`src/rtl/mem_access_sched_pkg.sv`:
```
// Shared constants and types for the memory access scheduler.
package mem_access_sched_pkg;

    localparam int WORD_SIZE   = 32;
    localparam int MEM_LATENCY = 5;

    // Latency counter width; holds MEM_LATENCY-1 for latencies up to 15.
    localparam int CNT_W = 4;

    typedef enum logic [1:0] {
        STATE_IDLE   = 2'd0,
        STATE_ACCESS = 2'd1,
        STATE_RESP   = 2'd2
    } state_t;

    localparam logic GRANT_I = 1'b0;
    localparam logic GRANT_D = 1'b1;

endpackage

```
`src/rtl/mem_access_sched_counter.sv`:
```
// Loadable down-counter that times one memory access; zero marks the final cycle.
module mem_latency_counter
    import mem_access_sched_pkg::*;
(
    input  logic             clk,
    input  logic             rst,
    input  logic             load,
    input  logic [CNT_W-1:0] load_value,
    input  logic             enable,
    output logic             zero
);

    logic [CNT_W-1:0] count;

    // Load on grant, then count down once per access cycle and park at zero.
    // NOTE: sequential state is assigned with <= so every flop samples pre-edge values.
    always_ff @(posedge clk or posedge rst) begin
        if (rst) begin
            count <= '0;
        end else if (load) begin
            count <= load_value;
        end else if (enable && (count != '0)) begin
            count <= count - 1'b1;
        end
    end

    assign zero = (count == '0);

endmodule

```
`src/rtl/mem_access_sched.sv`:
```
// Arbitrates fetch and load/store requests onto one fixed-latency memory port.
module mem_access_sched #(
    parameter int WORD_SIZE   = mem_access_sched_pkg::WORD_SIZE,
    parameter int MEM_LATENCY = mem_access_sched_pkg::MEM_LATENCY  // legal range 1..15
) (
    input  logic                 clk,
    input  logic                 rst,
    input  logic                 i_req,
    input  logic [WORD_SIZE-1:0] i_addr,
    output logic [WORD_SIZE-1:0] i_rdata,
    output logic                 i_done,
    output logic                 stall_i,
    input  logic                 d_req,
    input  logic                 d_we,
    input  logic [WORD_SIZE-1:0] d_addr,
    input  logic [WORD_SIZE-1:0] d_wdata,
    output logic [WORD_SIZE-1:0] d_rdata,
    output logic                 d_done,
    output logic                 stall_d,
    output logic                 mem_en,
    output logic                 mem_we,
    output logic [WORD_SIZE-1:0] mem_addr,
    output logic [WORD_SIZE-1:0] mem_wdata,
    input  logic [WORD_SIZE-1:0] mem_rdata,
    output logic                 busy
);

    import mem_access_sched_pkg::*;

    localparam logic [CNT_W-1:0] LOAD_VALUE = CNT_W'(MEM_LATENCY - 1);

    state_t state, next_state;

    logic                 grant_q;
    logic                 we_q;
    logic [WORD_SIZE-1:0] addr_q;
    logic [WORD_SIZE-1:0] wdata_q;

    logic take;        // grant made this cycle
    logic grant_side;  // which side wins when take is high
    logic finish;      // final ACCESS cycle
    logic cnt_en;
    logic cnt_zero;

    mem_latency_counter u_counter (
        .clk        (clk),
        .rst        (rst),
        .load       (take),
        .load_value (LOAD_VALUE),
        .enable     (cnt_en),
        .zero       (cnt_zero)
    );

    // State register; reset aborts any access in flight.
    always_ff @(posedge clk or posedge rst) begin
        if (rst) begin
            state <= STATE_IDLE;
        end else begin
            state <= next_state;
        end
    end

    // Next state and arbitration; the data side wins ties as the older instruction.
    // NOTE: every signal written here gets a default first so no latch is inferred.
    always_comb begin
        next_state = state;
        take       = 1'b0;
        grant_side = GRANT_I;
        finish     = 1'b0;
        cnt_en     = 1'b0;
        case (state)
            STATE_IDLE: begin
                if (d_req || i_req) begin
                    take       = 1'b1;
                    grant_side = d_req ? GRANT_D : GRANT_I;
                    next_state = STATE_ACCESS;
                end
            end
            STATE_ACCESS: begin
                cnt_en = 1'b1;
                if (cnt_zero) begin
                    finish     = 1'b1;
                    next_state = STATE_RESP;
                end
            end
            // Requester still holds req for the completing op, so no grant here.
            STATE_RESP: next_state = STATE_IDLE;
            default:    next_state = STATE_IDLE;
        endcase
    end

    // Latch the granted request so later requester changes cannot disturb the port.
    always_ff @(posedge clk or posedge rst) begin
        if (rst) begin
            grant_q <= GRANT_I;
            we_q    <= 1'b0;
            addr_q  <= '0;
            wdata_q <= '0;
        end else if (take) begin
            grant_q <= grant_side;
            we_q    <= (grant_side == GRANT_D) && d_we;
            addr_q  <= (grant_side == GRANT_D) ? d_addr : i_addr;
            wdata_q <= (grant_side == GRANT_D) ? d_wdata : '0;
        end
    end

    // Capture read data and raise the granted side's done for the RESP cycle.
    always_ff @(posedge clk or posedge rst) begin
        if (rst) begin
            i_rdata <= '0;
            d_rdata <= '0;
            i_done  <= 1'b0;
            d_done  <= 1'b0;
        end else begin
            i_done <= finish && (grant_q == GRANT_I);
            d_done <= finish && (grant_q == GRANT_D);
            if (finish && !we_q) begin
                if (grant_q == GRANT_D) begin
                    d_rdata <= mem_rdata;
                end else begin
                    i_rdata <= mem_rdata;
                end
            end
        end
    end

    // Port drive decodes straight from registered state; the write strobe is
    // confined to the last cycle so an aborted store never commits.
    assign mem_en    = (state == STATE_ACCESS);
    assign mem_we    = (state == STATE_ACCESS) && cnt_zero && we_q;
    assign mem_addr  = addr_q;
    assign mem_wdata = wdata_q;
    assign busy      = (state != STATE_IDLE);

    assign stall_i = i_req & ~i_done;
    assign stall_d = d_req & ~d_done;

endmodule

```
`config.mk`:
```
export PLATFORM = sky130hd
export DESIGN_NAME = mem_access_sched
export DESIGN_NICKNAME = d
export VERILOG_FILES = /design/src/rtl/mem_access_sched_pkg.sv /design/src/rtl/mem_access_sched_counter.sv /design/src/rtl/mem_access_sched.sv
export SDC_FILE = /design/constraint.sdc
export NUM_CORES = 1
export LEC_CHECK = 0
export BUFFER_PORTS_ARGS = -buffer_cell sky130_fd_sc_hd__buf_2
export CAP_MARGIN = 20
export CORE_MARGIN = 1.5
export CORE_UTILIZATION = 42
export DETAILED_ROUTE_END_ITERATION = 8
export PLACE_DENSITY = 0.77
export SETUP_SLACK_MARGIN = 0.3
export SYNTH_ARGS = -nofsm -noshare
export SYNTH_HDL_FRONTEND = slang
export SYNTH_SLANG_ARGS = --single-unit
```
`constraint.sdc`:
```
create_clock -name clk -period 4.25 [get_ports clk]
set_clock_uncertainty 0.2 [all_clocks]
set_input_delay 0.2125 -clock clk [delete_from_list [all_inputs] [get_ports clk]]
set_output_delay 0.2125 -clock clk [all_outputs]
set_load 0.005 [all_outputs]
```
; ---- Word level (Yosys, flattened, before mapping)
; Index checks and enable logic that the tools add are counted.
[classes]
add_sub_neg = 1
eq_ne = 3
mux = 15
bitwise_logic = 5
n_reduce_logical = 17
[ops]
columns = operator, n
row1 = 32-bit 2-to-1 mux, 2
row2 = 1-bit 2-to-1 mux, 8
row3 = 4-bit 2-to-1 mux, 2
row4 = 1-bit logical AND, 7
row5 = 2-bit AND reduction, 3
row6 = 4-bit logical NOT, 1
row7 = 2-bit 2-to-1 mux, 2
row8 = 2-bit case mux with 2 select lines, 1
row9 = 2-bit nonzero test, 2
row10 = 4-bit nonzero test, 1
row11 = "4-bit by 1-bit subtractor with 4-bit output, second input constant", 1
row12 = 1-bit inverter, 3
row13 = 1-bit AND, 2
row14 = "2-bit by 1-bit == test with 1-bit output, second input constant", 1
row15 = 2-bit logical NOT, 1
row16 = "2-bit by 1-bit inequality test with 1-bit output, second input constant", 1
row17 = "2-bit inequality test, second input constant", 1
row18 = 1-bit logical NOT, 1
row19 = 1-bit logical OR, 1
[totals]
regBits = 138
output_inout_bits = 135
word_cells = 51

; ---- Logic depth before layout (Yosys ltp)
[depth]
ltp_word = 5
depth_mapped = 7
mapped_depth_nobuf = 5

; ---- Cells and area by module
; A second synthesis with hierarchy kept.
[unflattened]
hier_cells = 409
hier_area_um2 = 5529.1
[modules_own_cells]
columns = module, n_inst, cells_each, area_per_inst_um2, seq_area_each_um2
row1 = mem_access_sched, 1, 381, 5267.6, 3353.2
row2 = mem_latency_counter, 1, 28, 261.5, 100.1

; ---- Least setup slack after synthesis
; OpenSTA, ideal clock, no wires.
[synth_timing]
kind = reg2reg
from = reg u_counter.count[0]
to = reg i_rdata[0]
setup_time_ns = 0.125
arrival_time_ns = 2.172
t_required_ns = 3.925
path_slack_ns = 1.752
path_stages_with_launch = 8
path_buffers = 2
period_less_slack_ns = 2.498
cell_sequence = dfrtp_1 > inv_1 > ha_1 > or4b_4 > or4b_4 > buf_6 > buf_12 > mux2_4
[synth_via]
elab_chain_cells = 5
[synth_rtl]
columns = item, line
row1 = start: declaration, mem_access_sched_counter.sv:13  ; logic [CNT_W-1:0] count;
row2 = start signal: assignment, mem_access_sched_counter.sv:21  ; count <= load_value;
row3 = start signal: assignment, mem_access_sched_counter.sv:23  ; count <= count - 1'b1;
row4 = 4-bit logical NOT, mem_access_sched_counter.sv:27  ; assign zero = (count == '0);
row5 = 1-bit 2-to-1 mux, mem_access_sched.sv:81  ; if (cnt_zero) begin
row6 = 1-bit 2-to-1 mux, mem_access_sched.sv:71  ; case (state)
row7 = 1-bit logical AND, mem_access_sched.sv:117  ; if (finish && !we_q) begin
row8 = 2-bit AND reduction (no source line), -
row9 = end signal: assignment, mem_access_sched.sv:121  ; i_rdata <= mem_rdata;
row10 = end: declaration, mem_access_sched.sv:10  ; output logic [WORD_SIZE-1:0] i_rdata,
; No other way between the ends.
; A chain may end at the register's enable or synchronous reset.

; ---- Final worst setup path
[layout_timing]
from = reg u_counter.count[0]
to = reg i_rdata[22]
; The elaborated chain is that of the path after synthesis.

==> results.yml <==
run_status:
  status: "complete, no violations"
global_route:
  overflow: 0
  grt_use_total_pct: 24.3
  first_global_vias: 5300
  grt_start_max_net_pins: 88
  grt_pass1_wl_mm: 26.9
  antenna_found_initial: 0
synthesis:
  ys_seq_area_share_pct: 61.7
  synth_area_sq_um: 5600
  syn_area_per_cell_sq_um: 13.7
  yosys_most_used_dff: "dfrtp_1"
  netlist_instances: 408
  ys_ff_latch: 138
  synth_nets: 542
  yosysUniqueCellTypes: 32
  ys_warn_count: 0
  async_flop_share_pct: 100
  synth_edf_count: 0
floorplanning:
  design.die.area_sq_um: 14000
  fp.dieH_um: 118
  coreArea_sq_um: 13100
  ios: 268
  start_util_pct: 42.6
  die_x_um: 118
  num_rows: 42
drt:
  routedWlPerCell_um: 17.1
  initialDrtViolationCount: 336
  dr.pass1.iters: 5
  drtAntennaViolNets: 0
  vias: 5154
  drt-total-wl_mm: 16.8
  drc: 0
  vias_per_cell: 5.22
sta:
  rsz0062_at_grt: "no"
  setup_viol: 0
  drv_slew: 0
  hold_violations: 0
  period_share_pct: 64.8
  slew_headroom_pct: 34.6
  fin_setup_tns_ps: 0
  hold_ws_ps: 12.3
  min_period_ps: 2750
  fmax_ghz: 0.363
  worst_pin_slew_ps: 981
setup_path:
  critPathLaunchType: "flop"
  required_ps: 4340
  end_kind: "flop"
  critPathArrivalTime_ps: 2840
  crit_path_cell_trace: "inv_1 -> ha_1 -> or4b_4 -> or4b_4 -> mux2_4"
  cp_slowest_cell: "or4b_4"
  setup.worst_path.class: "reg2reg"
  max_stage_delay_ps: 830
  crit_path_frequent_cell: "or4b_4"
  cp_max_fo: 32
clock_tree:
  cts_made_buffers: 17
  clockBufferDepth: 2
  cts_resized: 0
  clk_latency_ps: 410
  cts-root-buf: "clkbuf_16"
  cts.sinks: 138
  cts.htree.levels: 4
  tritoncts: "yes"
  clkTransAtPathRegs_ps: 60
placed_design:
  gp_congestion: 0.759
  hpwl_mm: 10.2
  io_buffers: 267
power_and_ir_drop:
  p_leak_nw: 4.41
  finalPower_mw: 6.22
  pwr_density_cell_nw_per_um2: 699
  irDropWorstVdd_mv: 0.331
finish:
  final_nets: 932
  areaGrowthSynthToFinish_pct: 59.0
  n_antenna_cell: 0
  drive_above_1_share_pct: 46.9
run:
  cap_viol_max_count: 0
hold_path:
  hold_class: "in2reg"
## logic make-up (layout without fill, tap and decap cells)
kind of cell / after synthesis / after routing / synth area share (%)
adder cells (fa/ha/maj): 1 / 1 / 0.223
flip-flops: 138 / 138 / 61.7
AND/OR/NAND/NOR: 29 / 29 / 3.15
buffers and inverters: 38 / 441 / 3.75
AO/OA/AOI/OAI: 136 / 136 / 16.0
multiplexers: 66 / 66 / 15.2
## per-stage QoR
stage / utilization [%] / worst slack, ps / cells / area [sq um]
after global placement: 53.6 / 1580 / 824 / 7040
after global routing: 67.8 / 1410 / 987 / 8900
after floorplan: - / 1750 / 408 / 5600
after CTS: 67.6 / 1490 / 986 / 8880
after detailed placement: 53.6 / 1500 / 824 / 7040
final: 67.8 / 1500 / 987 / 8900
## synth_stat cells, drive strengths merged, types with 2 or more instances
library cell    n  area share (%)
nor2b           5            0.56
a22o           33             5.2
nand3           2            0.18
or4b            2            0.49
nand2           5            0.34
o21ai           6            0.54
clkbuf         24             1.6
or3b            2            0.31
and2            2            0.22
mux2           64              15
inv             5            0.34
nor2            4            0.27
o22ai          62             6.9
nor3            3            0.27
dfrtp         138              62
a21oi          31             2.8
mux2i           2            0.36
buf             9             1.8
## report_power, final
group	internal (mW)	switching [mW]	leakage (nW)	total [mW]
clock	0.760	0.560	0.252	1.32
combinational	1.49	1.02	2.49	2.50
sequential	1.95	0.452	1.67	2.40
total	4.19	2.03	4.41	6.22
## routing by layer
layer  track usage (%)  up-vias  part of all wire [%]
li1                  -     2314                     -
met1              28.9     2498                    41
met2              42.8      302                    51
met3              5.98       40                   6.6
met4              8.58        0                   2.1
met5                 0        -                     0
## final timing paths
path / slack (ps) / start / cells past startpoint / end
worst max-delay path: 1500 / u_counter.count[0]$_DFFE_PP0P_ / 5 / i_rdata[22]$_DFFE_PP0P_
worst min-delay path: 10 / d_req / 3 / state[0]$_DFFE_PP0P_
worst max register to register: 1500 / u_counter.count[0]$_DFFE_PP0P_ / 5 / i_rdata[22]$_DFFE_PP0P_
worst min register to register: 300 / mem_wdata[17]$_DFFE_PP0P_ / 1 / mem_wdata[17]$_DFFE_PP0P_
max in group asynchronous: 3070 / rst / 4 / d_rdata[5]$_DFFE_PP0P_
min in group asynchronous: 90 / rst / 3 / d_rdata[19]$_DFFE_PP0P_
## repair_timing
action / 4_1_cts / 5_1_grt
endpoints found under the hold margin: 180 / 0
hold buffers: 130 / 0
buffers inserted: 0 / 0
## cell usage in the layout, fill, tap and decap left out, drive strengths merged
cell type	instances
and2	2
buf	274
or3b	2
nor2b	5
dlygate4sd3	130
or4b	2
mux2i	2
o21ai	6
inv	6
ha	1
nand3	2
a31oi	1
a22oi	1
dfrtp	138
a21oi	31
clkbuf	18
mux2	64
a22o	33
o22ai	62
nor3b	1
o211ai	1
and3	1
nor3	3
clkinvlp	7
nand2	5
nand4b	1
clkinv	6
nor2	4
nand2b	1
a21bo	1
## critical path: cells and delay by family, from the launching register on
family                     cells  cell delay, ps
and+or+nand+nor                2            1320
DFF                            1             410
muxes                          1             400
adders and majority gates      1             220
buffers and inverters          1              70
## sequential cells by signal, indices dropped and copies added, names as in the netlist
signal / count
i_done: 1
mem_wdata: 32
i_rdata: 32
d_rdata: 32
state: 2
grant_q: 1
we_q: 1
u_counter.count: 4
mem_addr: 32
d_done: 1
## layout make-up
cell class                      count  area [sq um]
Fill cell                         886          4240
Sequential cell                   138          3450
Timing Repair Buffer              404          2720
Multi-Input combinational cell    232          1950
Clock buffer                       18           439
Tap cell                          176           220
Clock inverter                     14          98.8
Inverter                            5          22.5
Note: power is estimated with default switching activity, not from simulation.
